### config.mk
export PLATFORM = sky130hd
export DESIGN_NAME = ddram_burst_reader
export DESIGN_NICKNAME = d
export VERILOG_FILES = /design/src/rtl/ddram_pkg.sv /design/src/rtl/sync_fifo_fwft.sv /design/src/rtl/ddram_burst_reader.sv
export SDC_FILE = /design/constraint.sdc
export NUM_CORES = 2
export LEC_CHECK = 0
export BUFFER_PORTS_ARGS = -buffer_cell sky130_fd_sc_hd__buf_2
export CAP_MARGIN = 40
export CORE_ASPECT_RATIO = 0.6
export CORE_MARGIN = 2
export CORE_UTILIZATION = 40
export CTS_CLUSTER_SIZE = 30
export DETAILED_ROUTE_END_ITERATION = 10
export PLACE_DENSITY = 0.55
export SETUP_SLACK_MARGIN = 0.1
export SLEW_MARGIN = 25
export SYNTH_ARGS = -nofsm -noshare
export SYNTH_HDL_FRONTEND = slang
export SYNTH_SLANG_ARGS = --single-unit
### constraint.sdc
create_clock -name clk -period 14.45 [get_ports clk]
set_clock_uncertainty 0.1 [all_clocks]
set_input_delay 1.445 -clock clk [delete_from_list [all_inputs] [get_ports clk]]
set_output_delay 1.445 -clock clk [all_outputs]
set_load 0.005 [all_outputs]
### src/rtl/ddram_pkg.sv
// Shared DDR3 arbiter client definitions: bus widths, burst reader state encoding
// and the burst-length helper used by every read client.
package ddram_pkg;

  localparam int DDR_AW  = 29;
  localparam int DDR_DW  = 64;
  localparam int DDR_BCW = 8;

  typedef enum logic [1:0] {
    BR_IDLE,
    BR_ISSUE,
    BR_WAIT_DATA
  } br_state_t;

  function automatic logic [DDR_BCW-1:0] burst_len(input logic [15:0] remain,
                                                   input int max_burst);
    if (int'(remain) < max_burst) return remain[DDR_BCW-1:0];
    else return DDR_BCW'(max_burst);
  endfunction

endpackage

### src/rtl/sync_fifo_fwft.sv
// Single-clock first-word-fall-through FIFO shared by the DDR read clients.
// Push while full and pop while empty are ignored.
module sync_fifo_fwft #(
  parameter int WIDTH = 64,
  parameter int DEPTH = 32
) (
  input  logic                       clk,
  input  logic                       reset,
  input  logic                       push,
  input  logic [WIDTH-1:0]           push_data,
  input  logic                       pop,
  output logic [WIDTH-1:0]           pop_data,
  output logic [$clog2(DEPTH+1)-1:0] count,
  output logic                       empty,
  output logic                       full
);

  localparam int AW = (DEPTH > 1) ? $clog2(DEPTH) : 1;
  localparam int CW = $clog2(DEPTH + 1);

  logic [WIDTH-1:0] mem [DEPTH];
  logic [AW-1:0]    wr_ptr;
  logic [AW-1:0]    rd_ptr;
  logic             do_push;
  logic             do_pop;

  assign empty    = (count == '0);
  assign full     = (count == CW'(DEPTH));
  assign do_push  = push && !full;
  assign do_pop   = pop && !empty;
  assign pop_data = mem[rd_ptr];

  // Storage has no reset; only the pointers and count define the contents.
  always_ff @(posedge clk) begin
    if (do_push) mem[wr_ptr] <= push_data;
  end

  always_ff @(posedge clk) begin
    if (reset) begin
      wr_ptr <= '0;
      rd_ptr <= '0;
      count  <= '0;
    end else begin
      if (do_push) wr_ptr <= (wr_ptr == AW'(DEPTH - 1)) ? '0 : wr_ptr + AW'(1);
      if (do_pop)  rd_ptr <= (rd_ptr == AW'(DEPTH - 1)) ? '0 : rd_ptr + AW'(1);
      case ({do_push, do_pop})
        2'b10:   count <= count + CW'(1);
        2'b01:   count <= count - CW'(1);
        default: count <= count;
      endcase
    end
  end

endmodule

### src/rtl/ddram_burst_reader.sv
// Per-requestor DDR3 read front-end: splits a linear read into bursts, paces them
// on FIFO room and streams words out. Optional counters: DDRAM_BURST_READER_STATS_EN.
module ddram_burst_reader
  import ddram_pkg::*;
#(
  parameter int MAX_BURST  = 16,
  parameter int FIFO_DEPTH = 32
) (
  input  logic               clk,
  input  logic               reset,
  input  logic               cmd_valid,
  output logic               cmd_ready,
  input  logic [DDR_AW-1:0]  cmd_addr,
  input  logic [15:0]        cmd_len,
  output logic [DDR_DW-1:0]  out_data,
  output logic               out_valid,
  input  logic               out_ready,
  output logic               busy,
  output logic               done,
  output logic               err,
  output logic [DDR_AW-1:0]  rd_addr,
  output logic [DDR_BCW-1:0] rd_burstcnt,
  output logic               rd_req,
  input  logic               rd_ack,
  input  logic [DDR_DW-1:0]  rd_data,
  input  logic               rd_data_valid
`ifdef DDRAM_BURST_READER_STATS_EN
  ,
  output logic [31:0]        stat_bursts,
  output logic [31:0]        stat_words,
  output logic [31:0]        stat_wait_cycles,
  output logic [31:0]        stat_stall_cycles
`endif
);

  localparam int CW = $clog2(FIFO_DEPTH + 1);

  br_state_t          state;
  br_state_t          next_state;
  logic [DDR_AW-1:0]  cur_addr;
  logic [15:0]        remain;
  logic [DDR_BCW-1:0] wcnt;
  logic [DDR_BCW-1:0] blen;
  logic [DDR_BCW:0]   wnext;
  logic [15:0]        new_remain;
  logic [DDR_AW-1:0]  new_addr;
  logic [CW-1:0]      fifo_count;
  logic               fifo_empty;
  logic               fifo_full;
  logic               room_ok;
  logic               ack_ok;
  logic               push;
  logic               last_word;
  logic               bad_data;
  logic               done_next;

  // Only one burst is ever outstanding, so room checked here cannot shrink before
  // the data returns; a word arriving together with the grant belongs to the burst.
  always_comb begin
    blen       = burst_len(remain, MAX_BURST);
    room_ok    = (FIFO_DEPTH - int'(fifo_count)) >= int'(blen);
    ack_ok     = (state == BR_ISSUE) && room_ok && rd_ack;
    push       = rd_data_valid && ((state == BR_WAIT_DATA) || ack_ok);
    bad_data   = rd_data_valid && !push;
    wnext      = (state == BR_WAIT_DATA) ? ({1'b0, wcnt} + (DDR_BCW+1)'(1))
                                         : (DDR_BCW+1)'(1);
    last_word  = push && (wnext == {1'b0, blen});
    new_remain = remain - 16'(blen);
    new_addr   = cur_addr + DDR_AW'(blen);
  end

  always_comb begin
    next_state = state;
    done_next  = 1'b0;
    cmd_ready  = 1'b0;
    rd_req     = 1'b0;
    case (state)
      BR_IDLE: begin
        cmd_ready = 1'b1;
        if (cmd_valid) begin
          if (cmd_len == 16'd0) done_next  = 1'b1;
          else                  next_state = BR_ISSUE;
        end
      end
      BR_ISSUE: begin
        rd_req = room_ok;
        if (ack_ok) next_state = BR_WAIT_DATA;
      end
      BR_WAIT_DATA: next_state = BR_WAIT_DATA;
      default:      next_state = BR_IDLE;
    endcase
    if (last_word) begin
      done_next  = (new_remain == 16'd0);
      next_state = (new_remain == 16'd0) ? BR_IDLE : BR_ISSUE;
    end
  end

  // rd_addr/rd_burstcnt load only when a burst is set up, so they hold steady
  // through the grant and the whole data return.
  always_ff @(posedge clk) begin
    if (reset) begin
      state       <= BR_IDLE;
      cur_addr    <= '0;
      remain      <= '0;
      wcnt        <= '0;
      rd_addr     <= '0;
      rd_burstcnt <= '0;
      done        <= 1'b0;
      err         <= 1'b0;
    end else begin
      state <= next_state;
      done  <= done_next;
      if (bad_data) err <= 1'b1;
      if (state == BR_IDLE && cmd_valid) begin
        cur_addr    <= cmd_addr;
        remain      <= cmd_len;
        rd_addr     <= cmd_addr;
        rd_burstcnt <= burst_len(cmd_len, MAX_BURST);
      end else if (last_word) begin
        cur_addr    <= new_addr;
        remain      <= new_remain;
        rd_addr     <= new_addr;
        rd_burstcnt <= burst_len(new_remain, MAX_BURST);
        wcnt        <= '0;
      end else if (push) begin
        wcnt <= wnext[DDR_BCW-1:0];
      end else if (ack_ok) begin
        wcnt <= '0;
      end
    end
  end

  sync_fifo_fwft #(
    .WIDTH (DDR_DW),
    .DEPTH (FIFO_DEPTH)
  ) u_fifo (
    .clk       (clk),
    .reset     (reset),
    .push      (push && !fifo_full),
    .push_data (rd_data),
    .pop       (out_ready),
    .pop_data  (out_data),
    .count     (fifo_count),
    .empty     (fifo_empty),
    .full      (fifo_full)
  );

  assign out_valid = !fifo_empty;
  assign busy      = (state != BR_IDLE) || out_valid;

`ifdef DDRAM_BURST_READER_STATS_EN
  // Saturating counters; they stick at all-ones rather than wrapping.
  always_ff @(posedge clk) begin
    if (reset) begin
      stat_bursts       <= '0;
      stat_words        <= '0;
      stat_wait_cycles  <= '0;
      stat_stall_cycles <= '0;
    end else begin
      if (ack_ok && stat_bursts != '1)
        stat_bursts <= stat_bursts + 32'd1;
      if (push && stat_words != '1)
        stat_words <= stat_words + 32'd1;
      if (rd_req && !rd_ack && stat_wait_cycles != '1)
        stat_wait_cycles <= stat_wait_cycles + 32'd1;
      if (state == BR_ISSUE && !rd_req && stat_stall_cycles != '1)
        stat_stall_cycles <= stat_stall_cycles + 32'd1;
    end
  end
`endif

endmodule

=== Word-level counts from Yosys, hierarchy flattened ===
Memories as Yosys holds them, arrays and structs flattened. A register that Yosys moved wholly into a read port is not among the register bits.
Cells that the tools add are included.

* Register bits: 81
* Input port bits: 115
* Logic and storage cells: 91
* Output and inout port bits: 107
* Memory bits (writable): 2,048
* Memories: 1

* Eq/ne operators: 11
* Order comparisons: 4
* Reduce and logical (&&, ||, !) cells: 24
* Bitwise gates (word level): 1
* Muxes and demuxes: 32
* Add/sub/neg operators: 8

{| class="wikitable"
|+ Memories
! memory !! words !! bits a word !! read ports !! clocked after Yosys merged registers in !! wr ports !! RTL line !! RTL
|-
| u_fifo.mem || 32 || 64 || 1 || 1 || 1 || sync_fifo_fwft.sv:21 || <nowiki>logic [WIDTH-1:0] mem [DEPTH];</nowiki>
|}

{| class="wikitable"
|+ Operator list
! cell !! count
|-
| 2-to-1 mux 8 bit || 8
|-
| 2-to-1 mux 29 bit || 2
|-
| < comparator 16 x 5 -> 1 bit (second input constant) || 3
|-
| zero test 16 bit || 2
|-
| 2-to-1 mux 16 bit || 2
|-
| adder 29 x 8 -> 29 bit || 1
|-
| 2-to-1 mux 5 bit || 4
|-
| subtractor 16 x 8 -> 16 bit || 1
|-
| one-hot mux 6 bit (2 select lines) || 1
|-
| adder 5 x 1 -> 5 bit (second input constant) || 2
|-
| == test 5 bit (second input constant) || 2
|-
| adder 8 x 1 -> 9 bit (second input constant) || 1
|-
| == test 9 x 8 -> 1 bit || 1
|-
| greater-or-equal comparator 7 x 9 -> 1 bit || 1
|-
| logical AND 1 bit || 9
|-
| 2-to-1 mux 1 bit || 9
|-
| 2-to-1 mux 9 bit || 1
|-
| inequality test 3 bit (second input constant) || 3
|-
| 2-to-1 mux 2 bit || 4
|-
| subtractor 6 x 6 -> 7 bit (first input constant) || 1
|-
| adder 6 x 1 -> 6 bit (second input constant) || 1
|-
| == test 6 bit (second input constant) || 1
|-
| zero test 6 bit || 1
|-
| one-hot mux 2 bit (3 select lines) || 1
|-
| 11 further kinds || 18
|}

=== Depth between registers and ports, before layout ===
* Depth in word-level cells: 11
* Gate-level depth with buffers: 26
* Gate-level depth less buffers: 22

=== Hierarchy ===
A second synthesis with hierarchy kept.

* Cells, all modules: 4,283
* Area total of the unflattened synthesis: 83,356.2 um2

{| class="wikitable"
|+ By module, submodules not included
! module !! sequential area each (um2) !! cells an instance !! times used !! area each (um2)
|-
| sync_fifo_fwft || 61,919.4 || 3,705 || 1 || 78,796.8
|-
| ddram_burst_reader || 1,301.2 || 578 || 1 || 4,559.4
|}

=== Worst setup path before layout ===
No wires, ideal clock.

* Kind: register -> register
* Start point: register remain[8]
* End point: memory u_fifo.mem[13][0], enable pin
* Path slack: 7.166 ns
* Library setup time: 0.487 ns
* Arrival: 6.698 ns
* Stages on the path, launching flop included: 17
* Buffers on the path: 4
* Required time: 13.863 ns
* Clock period less this slack: 7.284 ns
* Cells stage by stage: dfxtp_1 -> buf_2 -> or4_4 -> or4_1 -> buf_6 -> clkinv_4 -> clkbuf_1 -> nand2_1 -> ha_1 -> nand2b_1 -> a21oi_1 -> o41ai_1 -> a21o_1 -> clkbuf_1 -> a221oi_1 -> nand2_1 -> nor2_1

* Word-level cells in the longest chain between the ends: 11

{| class="wikitable"
|+ RTL lines
! element !! RTL line !! RTL
|-
| from (decl) || ddram_burst_reader.sv:41 || <nowiki>logic [15:0] remain;</nowiki>
|-
| from (signal assigned) || ddram_burst_reader.sv:116 || <nowiki>remain <= cmd_len;</nowiki>
|-
| from (signal assigned) || ddram_burst_reader.sv:121 || <nowiki>remain <= new_remain;</nowiki>
|-
| < comparator 16 x 5 -> 1 bit || ddram_pkg.sv:17 || <nowiki>if (int'(remain) < max_burst) return remain[DDR_BCW-1:0];</nowiki>
|-
| 2-to-1 mux 8 bit || ddram_pkg.sv:17 ||
|-
| greater-or-equal comparator 7 x 9 -> 1 bit || ddram_burst_reader.sv:61 || <nowiki>room_ok = (FIFO_DEPTH - int'(fifo_count)) >= int'(blen);</nowiki>
|-
| logical AND 1 bit (2 in series) || ddram_burst_reader.sv:62 || <nowiki>ack_ok = (state == BR_ISSUE) && room_ok && rd_ack;</nowiki>
|-
| logical OR 1 bit || ddram_burst_reader.sv:63 || <nowiki>push = rd_data_valid && ((state == BR_WAIT_DATA) || ack_ok);</nowiki>
|-
| logical AND 1 bit || ddram_burst_reader.sv:63 ||
|-
| logical AND 1 bit || ddram_burst_reader.sv:139 || <nowiki>.push (push && !fifo_full),</nowiki>
|-
| logical AND 1 bit || sync_fifo_fwft.sv:29 || <nowiki>assign do_push = push && !full;</nowiki>
|-
| 2-to-1 mux 1 bit || sync_fifo_fwft.sv:35 || <nowiki>if (do_push) mem[wr_ptr] <= push_data;</nowiki>
|-
| 2-to-1 mux 1 bit (not written as such) || sync_fifo_fwft.sv:35 ||
|-
| to (decl) || sync_fifo_fwft.sv:21 ||
|}

Every way passes these cells.

=== Worst setup path after layout ===
* Start point: register remain[8]
* End point: memory u_fifo.mem[19][26], enable pin

Same word-level chain as after synthesis.

==> summary.txt <==
Outcome
  • Status: completed

Placement
  • Hpwl dp: 118,000 um
  • Dpl ws: 7.57 ns
  • IO Port Bufs: 221
  • Routability Congestion: 0.813

Floorplanning
  • Die height: 357 um
  • Initial Util: 40.3%
  • Core ar.: 0.206 sq mm
  • Rows: 129
  • I/O Pins: 222
  • Die width: 593 um
  • Area of the die: 0.212 sq mm

Clock network
  • CTS Hold Buffers Added: 0
  • CTS Buffer Depth: 4
  • Clk_lat worst skew: 0.83 ns
  • H-tree levels: 4
  • Resized cells post-CTS: 0
  • Worst-path clk slew: 0.07 ns
  • Clk sinks: about 2,100
  • CTS tree: done
  • TritonCTS Buffers: 201
  • Setup bufs post-CTS: 0
  • Root buffer cell: clkbuf_16

Timing
  • Worst-margin pin slew: 0.942 ns
  • Slew margin rel.: 37.2%
  • Final Cycle Share: a little under half
  • RSZ-0062 raised after global routing: no
  • Hold Fails Final Rpt: 0
  • Slew Limit Fails: 0
  • Final critical-path required period: 6.91 ns
  • PnR worst setup slack: 7.54 ns
  • Setup tns final: 0 ns
  • Final Setup Violations: 0
  • Fmax: 145 MHz

Cells and area
  • Final #Nets: 4,188
  • Most common cell after layout, fill and taps aside: edfxtp_1
  • Ratio of cells with drive above 1 in the final layout: 33.2%
  • Most frequent cells in the layout: edfxtp_1, mux4_2, buf_2
  • Area growth syn-to-layout: 14.3%

Critical path
  • CP startpoint: remain[8]$_SDFFE_PP0P_
  • Startpoint types: register
  • Critical path class: register to register
  • CP max FO: 26
  • Worst R2R Start: remain[8]$_SDFFE_PP0P_
  • CP Capture Type: register
  • Worst EP arrival: 7.27 ns
  • Required @ worst endpoint: 14.81 ns

Synthesis
  • EDFF count, synth: 2,048
  • Synth cell types: 75
  • Synth Area in Adders: less than 1%
  • Synthesized flop and latch total: 2,134
  • Sequential fraction of the synthesis area: 75.9%
  • Synth top area cells: edfxtp_1, mux4_2, dfxtp_1, mux2_2, clkbuf_1
  • Synth Flop Type: edfxtp_1
  • Post-Synth XOR/XNOR Area: less than 1%
  • Gate Count Post-Synth: 3,691
  • Synth area leader: edfxtp_1
  • Simple-gate share of the synthesized area: under 10%
  • Synthesized area: 0.0833 sq mm
  • Ys Warns: 0
  • Post-synthesis mux area share: 18.4%
  • Synth Area in Compound Gates: under 10%
  • Main combinational cell family by area after synthesis: multiplexers
  • Async SR Flop Fraction: 0%
  • Top-area cell type share of the netlist area: 73.9%
  • Average size of a mapped cell: 22.6 sq um

Drt
  • DRC Markers: 0
  • Number of DRC markers in iteration 0: between 4,000 and 5,000
  • Drt total wl: 210,000 um
  • WL/cell: 30.2 um
  • Post-DRT Antenna Nets: 0
  • Vias/cell: between 5 and 6
  • Detailed-route via count: roughly 40,000
  • Pre-Repair DR Iteration Count: 6

Global routing
  • Largest net degree at the start of global routing: roughly 140
  • Total GRT Usage: 19.7%
  • First-pass GRT wire length: 298,000 um
  • Grt total ovfl: 0
  • Vias in the first global route: 39,300
  • Initial antenna violation count: 19

Worst hold path
  • Worst Min Path Start: err$_SDFFE_PP0P_
  • Worst Hold Class: register to register

Power and ir drop
  • PD cells: 143 mW/mm^2
  • Leak: between 20 and 30 nW
  • Max rail drop VDD: between 0.08 and 0.09 mV

Job
  • Max-Cap Viols: 0
-- kinds of logic (layout without fill, tap and decap cells) --
logic type      Yosys count  after routing
compound gates          184            184
flops                  2134           2134
fa+ha+maj                33             33
mux                     719            719
other cells               2             14
buf+inv                 232            728
simple gates            370            370
xor+xnor                 17             17
-- synth_stat cells (all sizes together) (6+ instances only) --
cell       n
nor3      24
nand2b    11
and3      22
or2        6
inv       26
buf       56
a311oi    22
xnor2     11
or3       13
nand3b     8
o31ai     19
or4       24
nor4      22
a21o       7
and2       6
a21oi     34
xor2       6
clkbuf   149
dfxtp     86
mux2i     13
a31oi      9
edfxtp  2048
nand2     69
nor2     105
a311o      6
o21ai     23
nand3     27
mux2      66
mux4     640
o22ai      7
a32oi      9
ha        32
nor4b      6
o211ai     7
-- critical path, cell delays in order (launching register included) --
cell	delay [ns]
dfxtp_1	0.39
or4_4	0.64
or4_1	0.74
clkinv_4	0.21
nand2_1	0.12
ha_1	0.34
o211ai_1	0.12
a21oi_1	0.17
o41ai_1	0.14
a21o_1	0.34
a221oi_1	0.34
buf_4	0.23
nand2_1	0.48
nor2_4	0.81
buf_4	0.66
buf_4	0.61
-- layer usage --
layer / up-vias / part of all wire (%) / track usage, %
li1: 16500 / - / -
met1: 21900 / 47 / 31.7
met2: 1537 / 43 / 27.9
met3: 245 / 7.4 / 3.76
met4: 12 / 1.7 / 3.79
met5: - / 0.033 / 0
-- power breakdown --
| group | switching (mW) | leakage (nW) | internal, mW |
|---|---|---|---|
| sequential | 0.0631 | 19.1 | 6.82 |
| clock | 2.28 | 3.10 | 2.90 |
| combinational | 0.750 | 6.54 | 0.769 |
-- through the flow --
stage	utilization, %	cell area [sq um]	total power, mW	hold WS [ns]	std cells
floorplan	-	83300	8.05	0.355	3696
global placement	42.6	88000	8.52	0.348	6554
detailed placement	42.9	88600	8.55	0.357	6577
CTS	46.0	94900	13.7	0.374	6932
global route	46.1	95100	14.1	0.397	6946
finish	46.1	95100	13.6	0.375	6950
-- worst paths after layout --
| kind | to | slack, ns | depth (start not counted) |
|---|---|---|---|
| setup / recovery | u_fifo.mem[19][26]$_DFFE_PP_ | 7.54 | 15 |
| hold / removal | err$_SDFFE_PP0P_ | 0.38 | 2 |
| setup reg to reg | u_fifo.mem[19][26]$_DFFE_PP_ | 7.54 | 15 |
| hold reg to reg | err$_SDFFE_PP0P_ | 0.38 | 2 |
-- sequential cells by signal, indices dropped and copies added, names as in the netlist, named ones only --
register	flops
u_fifo.mem	2048
state	2
rd_burstcnt	8
u_fifo.rd_ptr	5
done	1
err	1
wcnt	8
remain	16
u_fifo.count	6
cur_addr	29
u_fifo.wr_ptr	5
-- cell type report --
type,count,area [sq um]
clock inverters,114,987
diodes,7,17.5
repair buffers,346,2620
inverters,27,106
clock buffers,241,5280
flip-flops and latches,2134,63200
fillers,17000,111000
well taps,2751,3440
multi-input cells,1330,19400
Note: power is estimated with default switching activity, not from simulation.
